File: config.mk
export PLATFORM = sky130hd
export DESIGN_NAME = word_serializer_flat
export DESIGN_NICKNAME = d
export VERILOG_FILES = /design/src/rtl/word_stream_pkg.sv /design/src/rtl/word_serializer_if.sv /design/src/rtl/word_holding_reg.sv /design/src/rtl/word_serializer.sv /design/src/flat_wrapper.sv
export SDC_FILE = /design/constraint.sdc
export NUM_CORES = 1
export LEC_CHECK = 0
export ABC_AREA = 1
export BUFFER_PORTS_ARGS = -buffer_cell sky130_fd_sc_hd__buf_2
export CORE_MARGIN = 3
export CORE_UTILIZATION = 52
export CTS_BUF_LIST = sky130_fd_sc_hd__clkbuf_8 sky130_fd_sc_hd__clkbuf_16
export CTS_CLUSTER_DIAMETER = 200
export CTS_CLUSTER_SIZE = 24
export DETAILED_ROUTE_END_ITERATION = 8
export GPL_TIMING_DRIVEN = 0
export PLACE_DENSITY = 0.8
export SETUP_SLACK_MARGIN = 0.3
export SLEW_MARGIN = 20
export SYNTH_ARGS = -nofsm -noshare
export SYNTH_HDL_FRONTEND = slang
export SYNTH_HIERARCHICAL = 1
export SYNTH_SLANG_ARGS = --single-unit
export TNS_END_PERCENT = 30
File: constraint.sdc
create_clock -name sender_clock -period 1.54 [get_ports sender_clock]
set_input_delay 0.077 -clock sender_clock [delete_from_list [all_inputs] [get_ports sender_clock]]
set_output_delay 0.077 -clock sender_clock [all_outputs]
set_load 0.01 [all_outputs]
File: src/rtl/word_stream_pkg.sv
// Shared lane/state types for the word stream serializer and its deserializer partner.
package word_stream_pkg;

  localparam int LANES = 4;

  typedef logic [1:0] lane_idx_t;

  typedef enum logic {
    IDLE,
    SEND
  } state_t;

endpackage

File: src/rtl/word_serializer_if.sv
// Word-in handshake plus FIFO write port of the word serializer.
// The slave modport is the serializer's view; the master modport drives it.
interface word_serializer_if
  import word_stream_pkg::*;
#(
  parameter int DATA_WIDTH    = 8,
  parameter int POINTER_WIDTH = 8
);

  logic [DATA_WIDTH-1:0]    word_in [LANES-1:0];
  logic                     word_in_valid;
  logic                     word_in_ready;
  logic [POINTER_WIDTH-1:0] data_in_used;
  logic [DATA_WIDTH-1:0]    data_in;
  logic                     data_in_enable;
  logic                     busy;

  modport master (
    output word_in, word_in_valid, data_in_used,
    input  word_in_ready, data_in, data_in_enable, busy
  );

  modport slave (
    input  word_in, word_in_valid, data_in_used,
    output word_in_ready, data_in, data_in_enable, busy
  );

endinterface

File: src/rtl/word_holding_reg.sv
// One-word skid register with full flag; ready is registered as the inverse of the next full state.
module word_holding_reg
  import word_stream_pkg::*;
#(
  parameter int DATA_WIDTH = 8
) (
  input  logic                  clk,
  input  logic                  rst,
  input  logic                  push,
  input  logic [DATA_WIDTH-1:0] push_word [LANES-1:0],
  input  logic                  pop,
  output logic                  full,
  output logic                  ready,
  output logic [DATA_WIDTH-1:0] word [LANES-1:0]
);

  logic                  full_q, full_d;
  logic                  ready_q, ready_d;
  logic [DATA_WIDTH-1:0] word_q [LANES-1:0];
  logic [DATA_WIDTH-1:0] word_d [LANES-1:0];

  // A push is ignored while full so a held word can never be overwritten.
  always_comb begin
    full_d = full_q;
    word_d = word_q;
    if (pop) begin
      full_d = 1'b0;
    end
    if (push && !full_q) begin
      full_d = 1'b1;
      word_d = push_word;
    end
    ready_d = !full_d;
  end

  always_ff @(posedge clk or posedge rst) begin
    if (rst) begin
      full_q  <= 1'b0;
      ready_q <= 1'b0;
      word_q  <= '{default: '0};
    end else begin
      full_q  <= full_d;
      ready_q <= ready_d;
      word_q  <= word_d;
    end
  end

  assign full  = full_q;
  assign ready = ready_q;
  assign word  = word_q;

endmodule

File: src/rtl/word_serializer.sv
// Splits 4-lane words into one byte per cycle for the deserializer FIFO, stalling on its fill level.
// Optional macro WORD_SERIALIZER_STATS_EN adds the words_sent counter port.
module word_serializer
  import word_stream_pkg::*;
#(
  parameter int DATA_WIDTH     = 8,
  parameter int POINTER_WIDTH  = 8,
  parameter int FULL_THRESHOLD = 2**POINTER_WIDTH - 4
) (
  input  logic               sender_clock,
  input  logic               reset,
  word_serializer_if.slave   bus
`ifdef WORD_SERIALIZER_STATS_EN
  ,
  output logic [15:0]        words_sent
`endif
);

  localparam logic [POINTER_WIDTH-1:0] FULL_LEVEL = POINTER_WIDTH'(FULL_THRESHOLD);
  localparam lane_idx_t                LAST_LANE  = lane_idx_t'(LANES - 1);

  state_t                state_q, state_d;
  lane_idx_t             lane_q, lane_d;
  logic [DATA_WIDTH-1:0] shifter_q [LANES-1:0];
  logic [DATA_WIDTH-1:0] shifter_d [LANES-1:0];
  logic [DATA_WIDTH-1:0] data_q, data_d;
  logic                  enable_q, enable_d;
  logic                  busy_q, busy_d;

  logic                  accept;
  logic                  stall;
  logic                  last_emit;
  logic                  push;
  logic                  pop;
  logic                  hold_full;
  logic                  hold_ready;
  logic [DATA_WIDTH-1:0] hold_word [LANES-1:0];

  word_holding_reg #(
    .DATA_WIDTH(DATA_WIDTH)
  ) u_hold (
    .clk      (sender_clock),
    .rst      (reset),
    .push     (push),
    .push_word(bus.word_in),
    .pop      (pop),
    .full     (hold_full),
    .ready    (hold_ready),
    .word     (hold_word)
  );

  assign accept    = bus.word_in_valid && hold_ready;
  assign stall     = (bus.data_in_used >= FULL_LEVEL);
  assign last_emit = (state_q == SEND) && !stall && (lane_q == LAST_LANE);

  // On the last lane the next word is taken from the holding register first, else straight from
  // the input, so consecutive words leave with no idle cycle between them.
  always_comb begin
    state_d   = state_q;
    lane_d    = lane_q;
    shifter_d = shifter_q;
    data_d    = data_q;
    enable_d  = 1'b0;
    push      = 1'b0;
    pop       = 1'b0;
    unique case (state_q)
      IDLE: begin
        lane_d = '0;
        if (hold_full) begin
          shifter_d = hold_word;
          pop       = 1'b1;
          state_d   = SEND;
        end else if (accept) begin
          shifter_d = bus.word_in;
          state_d   = SEND;
        end
      end
      SEND: begin
        if (!stall) begin
          data_d   = shifter_q[lane_q];
          enable_d = 1'b1;
          lane_d   = lane_q + 2'd1;
        end
        if (last_emit) begin
          if (hold_full) begin
            shifter_d = hold_word;
            pop       = 1'b1;
          end else if (accept) begin
            shifter_d = bus.word_in;
          end else begin
            state_d = IDLE;
          end
        end else begin
          push = accept;
        end
      end
      default: state_d = IDLE;
    endcase
    busy_d = (state_d == SEND) || (hold_full && !pop) || push;
  end

  always_ff @(posedge sender_clock or posedge reset) begin
    if (reset) begin
      state_q   <= IDLE;
      lane_q    <= '0;
      shifter_q <= '{default: '0};
      data_q    <= '0;
      enable_q  <= 1'b0;
      busy_q    <= 1'b0;
    end else begin
      state_q   <= state_d;
      lane_q    <= lane_d;
      shifter_q <= shifter_d;
      data_q    <= data_d;
      enable_q  <= enable_d;
      busy_q    <= busy_d;
    end
  end

  assign bus.word_in_ready  = hold_ready;
  assign bus.data_in        = data_q;
  assign bus.data_in_enable = enable_q;
  assign bus.busy           = busy_q;

`ifdef WORD_SERIALIZER_STATS_EN
  logic [15:0] words_sent_q, words_sent_d;

  always_comb begin
    words_sent_d = words_sent_q;
    if (last_emit) begin
      words_sent_d = words_sent_q + 16'd1;
    end
  end

  always_ff @(posedge sender_clock or posedge reset) begin
    if (reset) begin
      words_sent_q <= '0;
    end else begin
      words_sent_q <= words_sent_d;
    end
  end

  assign words_sent = words_sent_q;
`endif

endmodule

File: src/flat_wrapper.sv
// flat-port wrapper written by rule: the top's interface ports become plain ports
module word_serializer_flat import word_stream_pkg::*;
#(
  parameter int DATA_WIDTH     = 8,
  parameter int POINTER_WIDTH  = 8,
  parameter int FULL_THRESHOLD = 2**POINTER_WIDTH - 4
)
  (sender_clock, reset, bus_word_in, bus_word_in_valid, bus_data_in_used, bus_word_in_ready, bus_data_in, bus_data_in_enable, bus_busy);
  word_serializer_if #(.DATA_WIDTH(DATA_WIDTH), .POINTER_WIDTH(POINTER_WIDTH)) bus_i ();
  input  logic sender_clock;
  input  logic reset;
  input wire logic [$bits(bus_i.word_in)-1:0] bus_word_in;
  input wire logic [$bits(bus_i.word_in_valid)-1:0] bus_word_in_valid;
  input wire logic [$bits(bus_i.data_in_used)-1:0] bus_data_in_used;
  output wire logic [$bits(bus_i.word_in_ready)-1:0] bus_word_in_ready;
  output wire logic [$bits(bus_i.data_in)-1:0] bus_data_in;
  output wire logic [$bits(bus_i.data_in_enable)-1:0] bus_data_in_enable;
  output wire logic [$bits(bus_i.busy)-1:0] bus_busy;
  assign bus_i.word_in = {>>{bus_word_in}};
  assign bus_i.word_in_valid = bus_word_in_valid;
  assign bus_i.data_in_used = bus_data_in_used;
  assign bus_word_in_ready = bus_i.word_in_ready;
  assign bus_data_in = bus_i.data_in;
  assign bus_data_in_enable = bus_i.data_in_enable;
  assign bus_busy = bus_i.busy;
  word_serializer #(.DATA_WIDTH(DATA_WIDTH), .POINTER_WIDTH(POINTER_WIDTH), .FULL_THRESHOLD(FULL_THRESHOLD)) u_core (.sender_clock(sender_clock), .reset(reset), .bus(bus_i));
endmodule
* After elaboration in Yosys (flattened, before gate mapping)
Index checks and enable logic that the tools add are counted.
** Word-level totals
- Output and inout port bits :: 11
- Logic and storage cells :: 56
- Bits in registers :: 79
- Input port bits :: 43
** Operators by class
- Muxes and demuxes :: 21
- Reductions and logical operators :: 12
- Equality and inequality tests :: 3
- Bitwise logic cells :: 2
- Magnitude comparators :: 2
- $add $sub $neg :: 1
** Operators by type and width (count)
- 32-bit two-way mux :: 3
- 32-bit one-hot mux with 2 select lines :: 1
- 8-bit binary-select mux with 2-bit select :: 1
- 1-bit two-way mux :: 11
- 8-bit greater-or-equal comparator, second input constant :: 1
- 8-bit two-way mux :: 1
- 1-bit logical AND :: 5
- 1-bit logical NOT :: 4
- 2-bit inequality test, second input constant :: 2
- 1-bit one-hot mux with 2 select lines :: 2
- 2-bit one-hot mux with 2 select lines :: 1
- 2-bit by 3-bit less-than comparator with 1-bit output, second input constant :: 1
- 2-bit by 1-bit adder with 2-bit output, second input constant :: 1
- 2-bit == test, second input constant :: 1
- 1-bit logical OR :: 2
- 2-bit two-way mux :: 1
- 1-bit inverter :: 2
- 2-bit AND reduction :: 1

* Depth between registers and ports, before layout
Gate-level depths: netlist (run 1).
- Depth after elaboration :: 10
- Depth in mapped cells :: 12
- Gate-level depth less buffers :: 9

* By module
The synthesis (run 1) kept the hierarchy.
** By module, submodules not included
- word_serializer :: cells an instance 351, times used 1, seq. area each 1126.1 sq um, area an instance 2481.1 sq um
- word_holding_reg :: cells an instance 146, times used 1, seq. area each 850.8 sq um, area an instance 1365.1 sq um

* Least setup slack after synthesis (run 1)
No wires, ideal clock.
- Path kind :: reg2reg
- From :: reg u_core.lane_q[0]
- To :: reg u_core.u_hold.word_q (netlist bit u_core/u_hold/word[10])
- Stages on the path, launching flop included :: 11
- Slack :: -0.011 ns
- Setup time :: 0.116 ns
- Data arrival time :: 1.434 ns
- Data required time :: 1.424 ns
- Buffers on the path :: 3
- Clock period less this slack :: 1.551 ns
- Cell sequence :: dfrtp_1 > ha_1 > nand2_2 > nand2_4 > buf_2 > nor2_1 > buf_6 > nand2_4 > buf_6 > nand2_1 > nand2_1
** On the way
- Cells in the longest elaborated chain, start to end :: 5
** RTL lines
- from (decl) :: RTL line word_serializer.sv:23 : lane_idx_t lane_q, lane_d;
- from (signal assigned) :: RTL line word_serializer.sv:112 : lane_q <= lane_d;
- 2-bit == test :: RTL line word_serializer.sv:54 : assign last_emit = (state_q == SEND) && !stall && (lane_q == LAST_LANE);
- 1-bit logical AND :: RTL line word_serializer.sv:54
- 1-bit two-way mux :: RTL line word_serializer.sv:84 : if (last_emit) begin
- 1-bit two-way mux :: RTL line word_serializer.sv:66 : unique case (state_q)
- net u_core.push :: RTL line word_serializer.sv:33 : logic push;
- 1-bit logical AND :: RTL line word_holding_reg.sv:29 : if (push && !full_q) begin
- to (signal assigned) :: RTL line word_holding_reg.sv:44 : word_q <= word_d;
- to (decl) :: RTL line word_holding_reg.sv:19 : logic [DATA_WIDTH-1:0] word_q [LANES-1:0];
The timed path passes the listed nets, and every way through them passes these cells.
A chain may end at the register's enable or synchronous reset.

* Worst setup path in the final report (run 1)
- From :: reg u_core.lane_q[0]
- To :: reg u_core.u_hold.word_q (netlist bit u_core/u_hold/word[18])
Same word-level chain as after synthesis.

==> results of run 1 <==
[through the flow]
stage          TNS (ps)  total power (W)  std cells  hold slack (ps)
3_3_place_gp      -4060          0.00784        644              325
6_report              0           0.0106        702              210
2_1_floorplan         0          0.00683        497              218
5_1_grt            -296           0.0114        702              248
3_5_place_dp      -1460          0.00803        645              106
4_1_cts               0           0.0100        700              204
[sequential cells by signal, indices dropped and copies added (netlist names)]
name,cells
u_core/lane_q,2
u_core/u_hold/full,1
u_core/bus.busy,1
u_core/bus.data_in_enable,1
u_core/state_q,1
u_core/bus.data_in,8
u_core/shifter_q,32
u_core/u_hold/ready,1
u_core/u_hold/word,32
[placed cells by master (no fill, tap or decap), types with 2 or more instances in the layout]
cell | Yosys | layout
nand2_1 | 249 | 224
dfrtp_1 | 79 | 79
nand3_1 | 64 | 64
buf_2 | 16 | 60
nand2_2 | 13 | 35
dlygate4sd3_1 | 0 | 34
o21ai_0 | 18 | 18
nor2_1 | 18 | 16
clkbuf_8 | 0 | 13
buf_6 | 6 | 9
o22ai_1 | 8 | 8
inv_2 | 4 | 7
buf_4 | 2 | 6
inv_1 | 7 | 5
nand2_4 | 2 | 4
buf_8 | 0 | 3
clkbuf_4 | 2 | 3
clkbuf_2 | 0 | 3
buf_12 | 1 | 3
bufinv_16 | 0 | 2
nor2_2 | 1 | 2
nand2_8 | 1 | 2
[cells by family (layout without fill, tap and decap cells)]
family | after synthesis | after routing | share of synthesized area (%)
AND/OR/NAND/NOR | 348 | 348 | 37.8
buffers and inverters | 41 | 150 | 6.51
flip-flops | 79 | 79 | 51.4
adder cells (fa/ha/maj) | 1 | 1 | 0.325
AO/OA/AOI/OAI | 28 | 28 | 4.00
[cell type report]
type | instances | area share, %
clock inverters | 5 | 1.44
well taps | 96 | 2.38
flip-flops and latches | 79 | 39.2
plain buffers | 30 | 5.51
clock buffers | 11 | 3.00
inverters | 11 | 0.869
repair buffers | 93 | 13.5
multi-input cells | 377 | 34.1
[power by group]
group | total, W | switching (W) | leakage [nW] | internal, W
Clock | 0.00173 | 0.000739 | 0.122 | 0.000988
Combinational | 0.00524 | 0.00316 | 1.62 | 0.00209
Sequential | 0.00363 | 0.000618 | 0.990 | 0.00301
[critical path, delay by kind of cell (launching register included)]
| kind | cells | cell delay (ps) |
|---|---|---|
| buffers and inverters | 3 | 400 |
| adders and majority gates | 1 | 200 |
| DFF | 1 | 390 |
| and+or+nand+nor | 6 | 390 |
[per-layer routing]
layer,vias up,part of all wire (%)
met2,174,49
met1,1696,42
met4,0,2.4
li1,1776,-
met3,25,6.3
met5,-,0
[path summary, 6_finish.rpt]
| kind | endpoint | slack (ps) | depth (start not counted) |
|---|---|---|---|
| max reg2reg | u_core/u_hold/word[18] | 20 | 10 |
| max in group asynchronous | u_core/u_hold/word[23] | 650 | 3 |
| min reg2reg | u_core/u_hold/word[1] | 480 | 2 |
| min in group asynchronous | u_core/shifter_q[11] | 290 | 3 |
| min | u_core/lane_q[1] | 210 | 7 |
| max | u_core/u_hold/word[18] | 20 | 10 |
[timing repair]
action / 4_1_cts / 5_1_grt
endpoints found under the hold margin: 86 / 0
buffers inserted: 4 / 2
pin swaps: 0 / 2
gates resized for setup: 6 / 56
cloned: 1 / 0
hold buffers: 34 / 0
setup endpoints to repair: 72 / 74
==> qor.yml, run 1 <==
vias_per_cell: 5.23
synth_area_leaders: "dfrtp_1, nand2_1, nand3_1"
r2r-start: "u_core/lane_q[0]"
hold_class: "primary input to flip-flop"
wl_per_cell_um: 14.6
numCtsBuffers: 9
synth.distinct_cells: 21
drtIter0Drc: 259
placed_area_mm2: 0.00426
cts_sinks: 79
final_area_mm2: 0.00504
cp_slowest_cell: "dfrtp_1"
fin_crit_sh_pct: 98.6
postRouteAntennaNets: 0
die-width_um: 92.0
synthCells: 497
synthToLayoutAreaGrowth_pct: 31.0
overflow: 0
setup_viol: 0
hold_viol: 0
start_kind: "flip-flop"
syn_avg_cell_area_um2: 7.74
ys_ff_latch: 79
grt_max_degree: 35
fin_util_pct: 72.2
ff_latch_area_mm2: 0.00198
synth_edf_count: 0
fin_ws_ps: 22.2
slew_headroom_pct: 51.6
cts.clk_slew.worst_paths_ps: 80
portBuffers: 51
syn_nets: 541
leakage_nw: 2.73
grtUsageMet3_pct: 4.02
cp_cell_sequence: "ha_2, nand2_4, nand2_4, buf_6, nor2_4, buf_6, nand2_8, buf_6, nand2_2, nand2_1"
via_count: 3671
drv_slew: 0
core.rowCount: 30
path_class: "flip-flop to flip-flop"
powerDensity_mw_per_mm2: 2100
cts_tree: "built"
cpMostUsedCell: "buf_6"
max-cap-violations: 0
fin_crit_ps: 1520
grt_use_met1_pct: 34.3
skew_ps: 6.90
path_max_fanout: 6
worst_slew_pin_slew_ps: 725
multi_input_area_mm2: 0.00172
peakVddDrop_v: 0.00114
grt-busiest-layer: "met2"
synth_top_cell_area_share_pct: 51.4
ys_seq_area_share_pct: 51.4
synth_area_mm2: 0.00385
drc_errors: 0
grt_first_pass_wirelength_um: 16600
die_y_um: 92.0
io_pins: 54
ys_warn_count: 6
die_area_mm2: 0.00846
hpwl_um: 6560
n_antenna_cell: 0
synth_flop_cell: "dfrtp_1"
nNetsFinal: 645
synth-async-reset-ratio_pct: 100
h-tree-depth: 3
arrival_ps: 1760
slowest_delay_ps: 390
core-area_mm2: 0.00698
place_congestion: 0.868
start_util_pct: 55.1
n_fill_cell: 532
endpoint_kind: "flip-flop"
yosys.area.top_type: "dfrtp_1"
worstHoldStart: "bus_data_in_used[5]"
cts_max_path_buffers: 2
grt_antenna_before_repair: 0
root_buffer: "clkbuf_8"
yosysMostFrequentCell: "nand2_1"
totalWireLength_um: 10200
rsz0062_at_grt: "true"
outcome: "finished clean"
setup.worst_path.start: "u_core/lane_q[0]"
clkLatencyLatePin_ps: 350
post-place-ws_ps: -62.2
fmax_mhz: 659
first_pass_iters: 6
required_ps: 1780
drive_above_1_share_pct: 25.9
met2_usage_pct: 39.7
track_usage_pct: 25.1
synth_common_cells: "nand2_1, dfrtp_1, nand3_1"
grt_pass1_vias: 3435
No activity file was read; power rests on OpenSTA's default activity.
==> run 2, diff against run 1 <==
RECOVER_POWER = 25   (was not set)
==> run 2 against run 1 <==
  * Via count decreased by 0.71%
  * Cell count is the same
  * Count of clock-buffer cells in the layout stayed put
  * Global-route usage unchanged
  * Clock skew is 1.1 ps lower
  * Combinational power about the same
  * Critical endpoint unchanged
  * Highest routed layer unchanged
==> qor.yml, run 2 (same netlist as run 1, synthesis figures left out) <==
drive_above_1_share_pct: 25.6  # was 25.9%
n_antenna_cell: 0  # unchanged
fin_util_pct: 72.0  # was 72.2%
cts_sinks: 79  # unchanged
grt_first_pass_wirelength_um: 16600  # unchanged
overflow: 0  # unchanged
grt_antenna_before_repair: 0  # unchanged
setup_viol: 0  # unchanged
numCtsBuffers: 9  # unchanged
multi_input_area_mm2: 0.00172  # unchanged
wl_per_cell_um: 14.6  # about the same
h-tree-depth: 3  # unchanged
path_buf_inv: 3  # unchanged
worst_slew_pin_slew_ps: 722  # was 725 ps
layout_commonest_cell: "nand2_1"  # unchanged
max-cap-violations: 0  # unchanged
hold_viol: 0  # unchanged
nNetsFinal: 645  # unchanged
die-width_um: 92.0  # unchanged
arrival_ps: 1750  # was 1760 ps
fin_ws_ps: 26.4  # was 22.2 ps
outcome: "finished clean"  # unchanged
placed_area_mm2: 0.00426  # unchanged
portBuffers: 51  # unchanged
drv_slew: 0  # unchanged
via_count: 3645  # was 3671
ff_latch_area_mm2: 0.00198  # unchanged
cts_max_path_buffers: 2  # unchanged
cts.clk_slew.worst_paths_ps: 80  # about the same
die_area_mm2: 0.00846  # unchanged
drc_errors: 0  # unchanged
slew_headroom_pct: 51.8  # was 51.6%
path_max_fanout: 6  # unchanged
slowest_delay_ps: 390  # about the same
peakVddDrop_v: 0.00114  # about the same
cp_cell_sequence: "ha_2, nand2_4, nand2_4, buf_6, nor2_4, buf_6, nand2_8, buf_6, nand2_2, nand2_1"  # unchanged
start_util_pct: 55.1  # unchanged
start_kind: "flip-flop"  # unchanged
die_y_um: 92.0  # unchanged
grt_pass1_vias: 3435  # unchanged
cts_tree: "built"  # unchanged
path_delay_family: "buffers and inverters"  # unchanged
cpMostUsedCell: "buf_6"  # unchanged
powerDensity_mw_per_mm2: 2110  # was 2100 mW/mm^2
drtIter0Drc: 236  # was 259
hpwl_um: 6560  # unchanged
postRouteAntennaNets: 0  # unchanged
post-place-ws_ps: -62.2  # unchanged
required_ps: 1780  # about the same
first_pass_iters: 5  # was 6
place_congestion: 0.868  # unchanged
cp_slowest_cell: "dfrtp_1"  # unchanged
io_pins: 54  # unchanged
dp_cells: 645  # unchanged
fin_crit_ps: 1510  # was 1520 ps
leakage_nw: 2.73  # about the same
root_buffer: "clkbuf_8"  # unchanged
totalWireLength_um: 10200  # about the same
n_fill_cell: 535  # was 532
core.rowCount: 30  # unchanged
skew_ps: 5.79  # was 6.90 ps
hold_class: "primary input to flip-flop"  # unchanged
fmax_mhz: 661  # was 659 MHz
final_area_mm2: 0.00503  # was 0.00504 mm^2
fin_crit_sh_pct: 98.3  # was 98.6%
core-area_mm2: 0.00698  # unchanged
endpoint_kind: "flip-flop"  # unchanged
clkLatencyLatePin_ps: 350  # about the same
stdcell_count: 702  # unchanged
layout_common_cells: "nand2_1, dfrtp_1, nand3_1"  # unchanged
path_class: "flip-flop to flip-flop"  # unchanged
vias_per_cell: 5.19  # was 5.23
grt_max_degree: 35  # unchanged
final.setup.tns_ps: 0  # unchanged
rsz0062_at_grt: "true"  # unchanged
synthToLayoutAreaGrowth_pct: 30.7  # was 31.0%
track_usage_pct: 25.1  # unchanged
==> run 2: cell count changes in the layout (fill, tap and decap cells not counted) <==
cell,change
buf_12,-1
buf_2,-1
clkbuf_1,+1
clkbuf_4,+1
inv_1,+1
inv_2,-1
==> run 2: timing repair <==
item	4_1_cts	5_1_grt
setup buffers	4	2
pin swaps	0	2
hold buffers	34	0
setup endpoints to repair	72	74
gates cloned	1	0
hold endpoints to repair	86	0
gates resized for setup	6	56
==> run 2: path summary, 6_finish.rpt <==
path	start	end	slack, ps	cells after the start
worst max-delay path	u_core/lane_q[0]	u_core/u_hold/word[18]	30	10
worst min register to register	u_core/bus.data_in[1]	u_core/bus.data_in[1]	480	2
min in group asynchronous	reset	u_core/shifter_q[11]	390	3
worst min-delay path	bus_data_in_used[5]	u_core/lane_q[1]	210	7
worst max register to register	u_core/lane_q[0]	u_core/u_hold/word[18]	30	10
max in group asynchronous	reset	u_core/state_q	250	4
==> run 2: layout make-up <==
type	instances	area share, %
multi-input cells	377	34.2
clock inverters	5	1.44
inverters	11	0.871
clock buffers	11	3.01
well taps	96	2.39
flip-flops and latches	79	39.3
plain buffers	30	5.53
repair buffers	93	13.2
==> run 2: worst reg2reg max path: cells and delay by family (launching register included) <==
family,cells,cell delay (ps)
AND/OR/NAND/NOR,6,390
flip-flops,1,390
adder cells (fa/ha/maj),1,200
buffers and inverters,3,400
==> run 2: routing by layer <==
metal / wire length [um] / track usage, % / share of wire (%) / up-vias
met5: 0 / 0 / 0 / -
met4: 253 / 10.8 / 2.5 / 0
met3: 608 / 4.02 / 5.9 / 26
met2: 4980 / 39.7 / 49 / 169
met1: 4400 / 34.3 / 43 / 1678
li1: - / - / - / 1772
==> run 2: where the power goes <==
group	switching [W]	leakage, nW	internal [W]
logic	0.00316	1.61	0.00209
clock network	0.000743	0.122	0.000988
registers	0.000622	0.990	0.00301
==> run 2: metrics by stage <==
stage          total power [W]  hold WS [ps]
2_1_floorplan          0.00683           218
6_report                0.0106           209
4_1_cts                 0.0100           204
3_5_place_dp           0.00803           106
5_1_grt                 0.0114           248
3_3_place_gp           0.00784           325
==> run 3, diff against run 2 <==
CORE_MARGIN = 1   (was 3)
RECOVER_POWER = not set   (was 25)
==> run 3 against run 2 <==
  * The flow now finishes with violations (negative setup slack)
  * Global-route usage grew 2.3 points
  * Clock skew shrank 0.75 ps
  * Maximum frequency shrank 6.0%
  * Design area grew 2.5%
  * Core utilization grew 1.8 points
  * Combinational power grew 4.4%
  * Setup slack lost 96 ps
  * Flip-flop and latch count is the same
  * Routed wire length grew 3.5%
  * Die area shrank 8.5%
  * Hold slack lost 1.7 ps
  * Register-to-register slack lost 96 ps
  * Largest power group unchanged
==> qor.yml, run 3 (same netlist as run 1, synthesis figures left out) <==
outcome: "complete, but fails checks"  # was finished clean
failed_checks: "negative setup slack"
skew_ps: 5.04  # was 5.79 ps
hold_class: "primary input to flip-flop"  # unchanged
fin_ws_ps: -69.9  # was 26.4 ps
layout_commonest_cell: "nand2_1"  # unchanged
grt_first_pass_wirelength_um: 15900  # was 16600 um
slew_headroom_pct: 51.4  # was 51.8%
r2r-start: "u_core/lane_q[0]"  # unchanged
endpoint_kind: "flip-flop"  # unchanged
setup_viol: 11  # was 0
place_congestion: 0.874  # was 0.868
grt_max_degree: 35  # unchanged
leakage_nw: 2.75  # was 2.73 nW
numCtsBuffers: 9  # unchanged
hpwl_um: 6530  # was 6560 um
wl_per_cell_um: 15.0  # was 14.6 um
path_max_fanout: 10  # was 6
cts_sinks: 79  # unchanged
die_area_mm2: 0.00774  # was 0.00846 mm^2
path_buf_inv: 3  # unchanged
n_antenna_cell: 0  # unchanged
rr_worst_depth: 9  # was 10
fin_crit_sh_pct: 105  # was 98.3%
core-area_mm2: 0.00698  # unchanged
vias_per_cell: 5.27  # was 5.19
first_pass_iters: 5  # unchanged
required_ps: 1830  # was 1780 ps
io_pins: 54  # unchanged
drv_slew: 0  # unchanged
path_class: "flip-flop to flip-flop"  # unchanged
cts_max_path_buffers: 2  # unchanged
peakVddDrop_v: 0.00110  # was 0.00114 V
arrival_ps: 1900  # was 1750 ps
cp_slowest_cell: "dfrtp_1"  # unchanged
worst_slew_pin_slew_ps: 727  # was 722 ps
die_y_um: 88.0  # was 92.0 um
cts_tree: "built"  # unchanged
max-cap-violations: 0  # unchanged
grt_pass1_vias: 3415  # was 3435
hold_viol: 0  # unchanged
reg2reg_slack_ps: -70  # was 30 ps
fin_util_pct: 73.8  # was 72.0%
fin_crit_ps: 1610  # was 1510 ps
rsz0062_at_grt: "true"  # unchanged
overflow: 0  # unchanged
worstHoldStart: "bus_data_in_used[5]"  # unchanged
drive_above_1_share_pct: 30.4  # was 25.6%
path_delay_family: "buffers and inverters"  # unchanged
drtIter0Drc: 296  # was 236
start_util_pct: 55.1  # unchanged
slowest_delay_ps: 390  # about the same
h-tree-depth: 3  # unchanged
fmax_mhz: 621  # was 661 MHz
die-width_um: 88.0  # was 92.0 um
root_buffer: "clkbuf_8"  # unchanged
core.rowCount: 30  # unchanged
stdcell_count: 705  # was 702
grt_antenna_before_repair: 0  # unchanged
portBuffers: 51  # unchanged
postRouteAntennaNets: 0  # unchanged
drc_errors: 0  # unchanged
min_to: "u_core/lane_q[1]"  # unchanged
powerDensity_mw_per_mm2: 2100  # was 2110 mW/mm^2
dp_cells: 645  # unchanged
track_usage_pct: 27.4  # was 25.1%
cp_cell_sequence: "ha_2, nand2_4, nand2_4, buf_6, nor2_4, buf_6, buf_4, nand3_1, nand2_1"  # was ha_2, nand2_4, nand2_4, buf_6, nor2_4, buf_6, nand2_8, buf_6, nand2_2, nand2_1
reg2reg_to: "u_core/u_hold/word[17]"  # was u_core/u_hold/word[18]
cts.clk_slew.worst_paths_ps: 80  # about the same
totalWireLength_um: 10600  # was 10200 um
synthToLayoutAreaGrowth_pct: 34.0  # was 30.7%
clkLatencyLatePin_ps: 360  # was 350 ps
nNetsFinal: 649  # was 645
n_fill_cell: 489  # was 535
layout_common_cells: "nand2_1, dfrtp_1, nand3_1"  # unchanged
start_kind: "flip-flop"  # unchanged
via_count: 3718  # was 3645
hold_path_depth: 7  # unchanged
-- run 3: cell types whose count changed in the layout (fill, tap and decap cells not counted), moves of 2 or more --
cell	before	now
clkbuf_8	13	11
nand2_2	35	56
nand3_1	64	62
nand2_1	224	200
nand3_2	0	2
buf_4	6	10
nand2_4	4	7
-- run 3: worst max path at each step --
stage / to / cells past startpoint / startpoint
final: u_core/u_hold/word[17] / 9 / u_core/lane_q[0]
after global routing: u_core/u_hold/word[17] / 9 / u_core/lane_q[0]
after CTS: u_core/u_hold/word[9] / 9 / u_core/lane_q[0]
after detailed placement: u_core/u_hold/word[24] / 9 / u_core/lane_q[1]
after global placement: u_core/shifter_q[26] / 2 / reset
after floorplan: u_core/u_hold/word[10] / 10 / u_core/lane_q[1]
-- run 3: repair_timing --
item                                   in CTS  in global routing
hold buffers                               34                  0
resized for setup                          18                 73
endpoints found under the hold margin      84                  0
gates cloned                                2                  1
pin swaps                                   3                  5
setup endpoints to repair                  72                 73
setup buffers                               4                  4
-- run 3: worst register-to-register path: stages (launching register included) --
cell     delay (ps)
dfrtp_1         390
ha_2            200
nand2_4          80
nand2_4          50
buf_6           120
nor2_4           70
buf_6           150
buf_4           200
nand3_1         160
nand2_1         110
-- run 3: per-layer routing --
layer,GRT usage [%],up-vias,share of wire (%)
met3,4.71,36,6.2
met2,44.7,159,49
li1,-,1780,-
met5,0,-,0
met1,36.3,1743,42
met4,11.2,0,2.7
-- run 3: layout make-up --
cell class / instances / area (um^2) / area share (%)
buffer: 30 / 268 / 5.20
clock buffer: 10 / 138 / 2.67
clock inverter: 5 / 73.8 / 1.43
inverter: 11 / 43.8 / 0.850
multi-input combinational: 377 / 1800 / 35.0
sequential: 79 / 1980 / 38.4
tap: 96 / 120 / 2.33
timing repair buffer: 97 / 731 / 14.2
-- run 3: metrics by stage --
stage / cell area (um^2) / TNS [ps] / hold slack [ps] / total power, W / worst slack (ps)
after global routing: 5150 / -1920 / 257 / 0.0116 / -120
after floorplan: 3860 / 0 / 218 / 0.00683 / 103
after global placement: 4240 / -3730 / 324 / 0.00783 / -75.3
final: 5150 / -206 / 208 / 0.0108 / -69.9
after CTS: 4910 / 0 / 207 / 0.00998 / 33.1
after detailed placement: 4260 / -2080 / 89.0 / 0.00802 / -85.7
-- run 3: power breakdown --
part / total, W / switching, W / internal, W
registers: 0.00366 / 0.000649 / 0.00301
clock network: 0.00168 / 0.000743 / 0.000937
logic: 0.00548 / 0.00328 / 0.00220
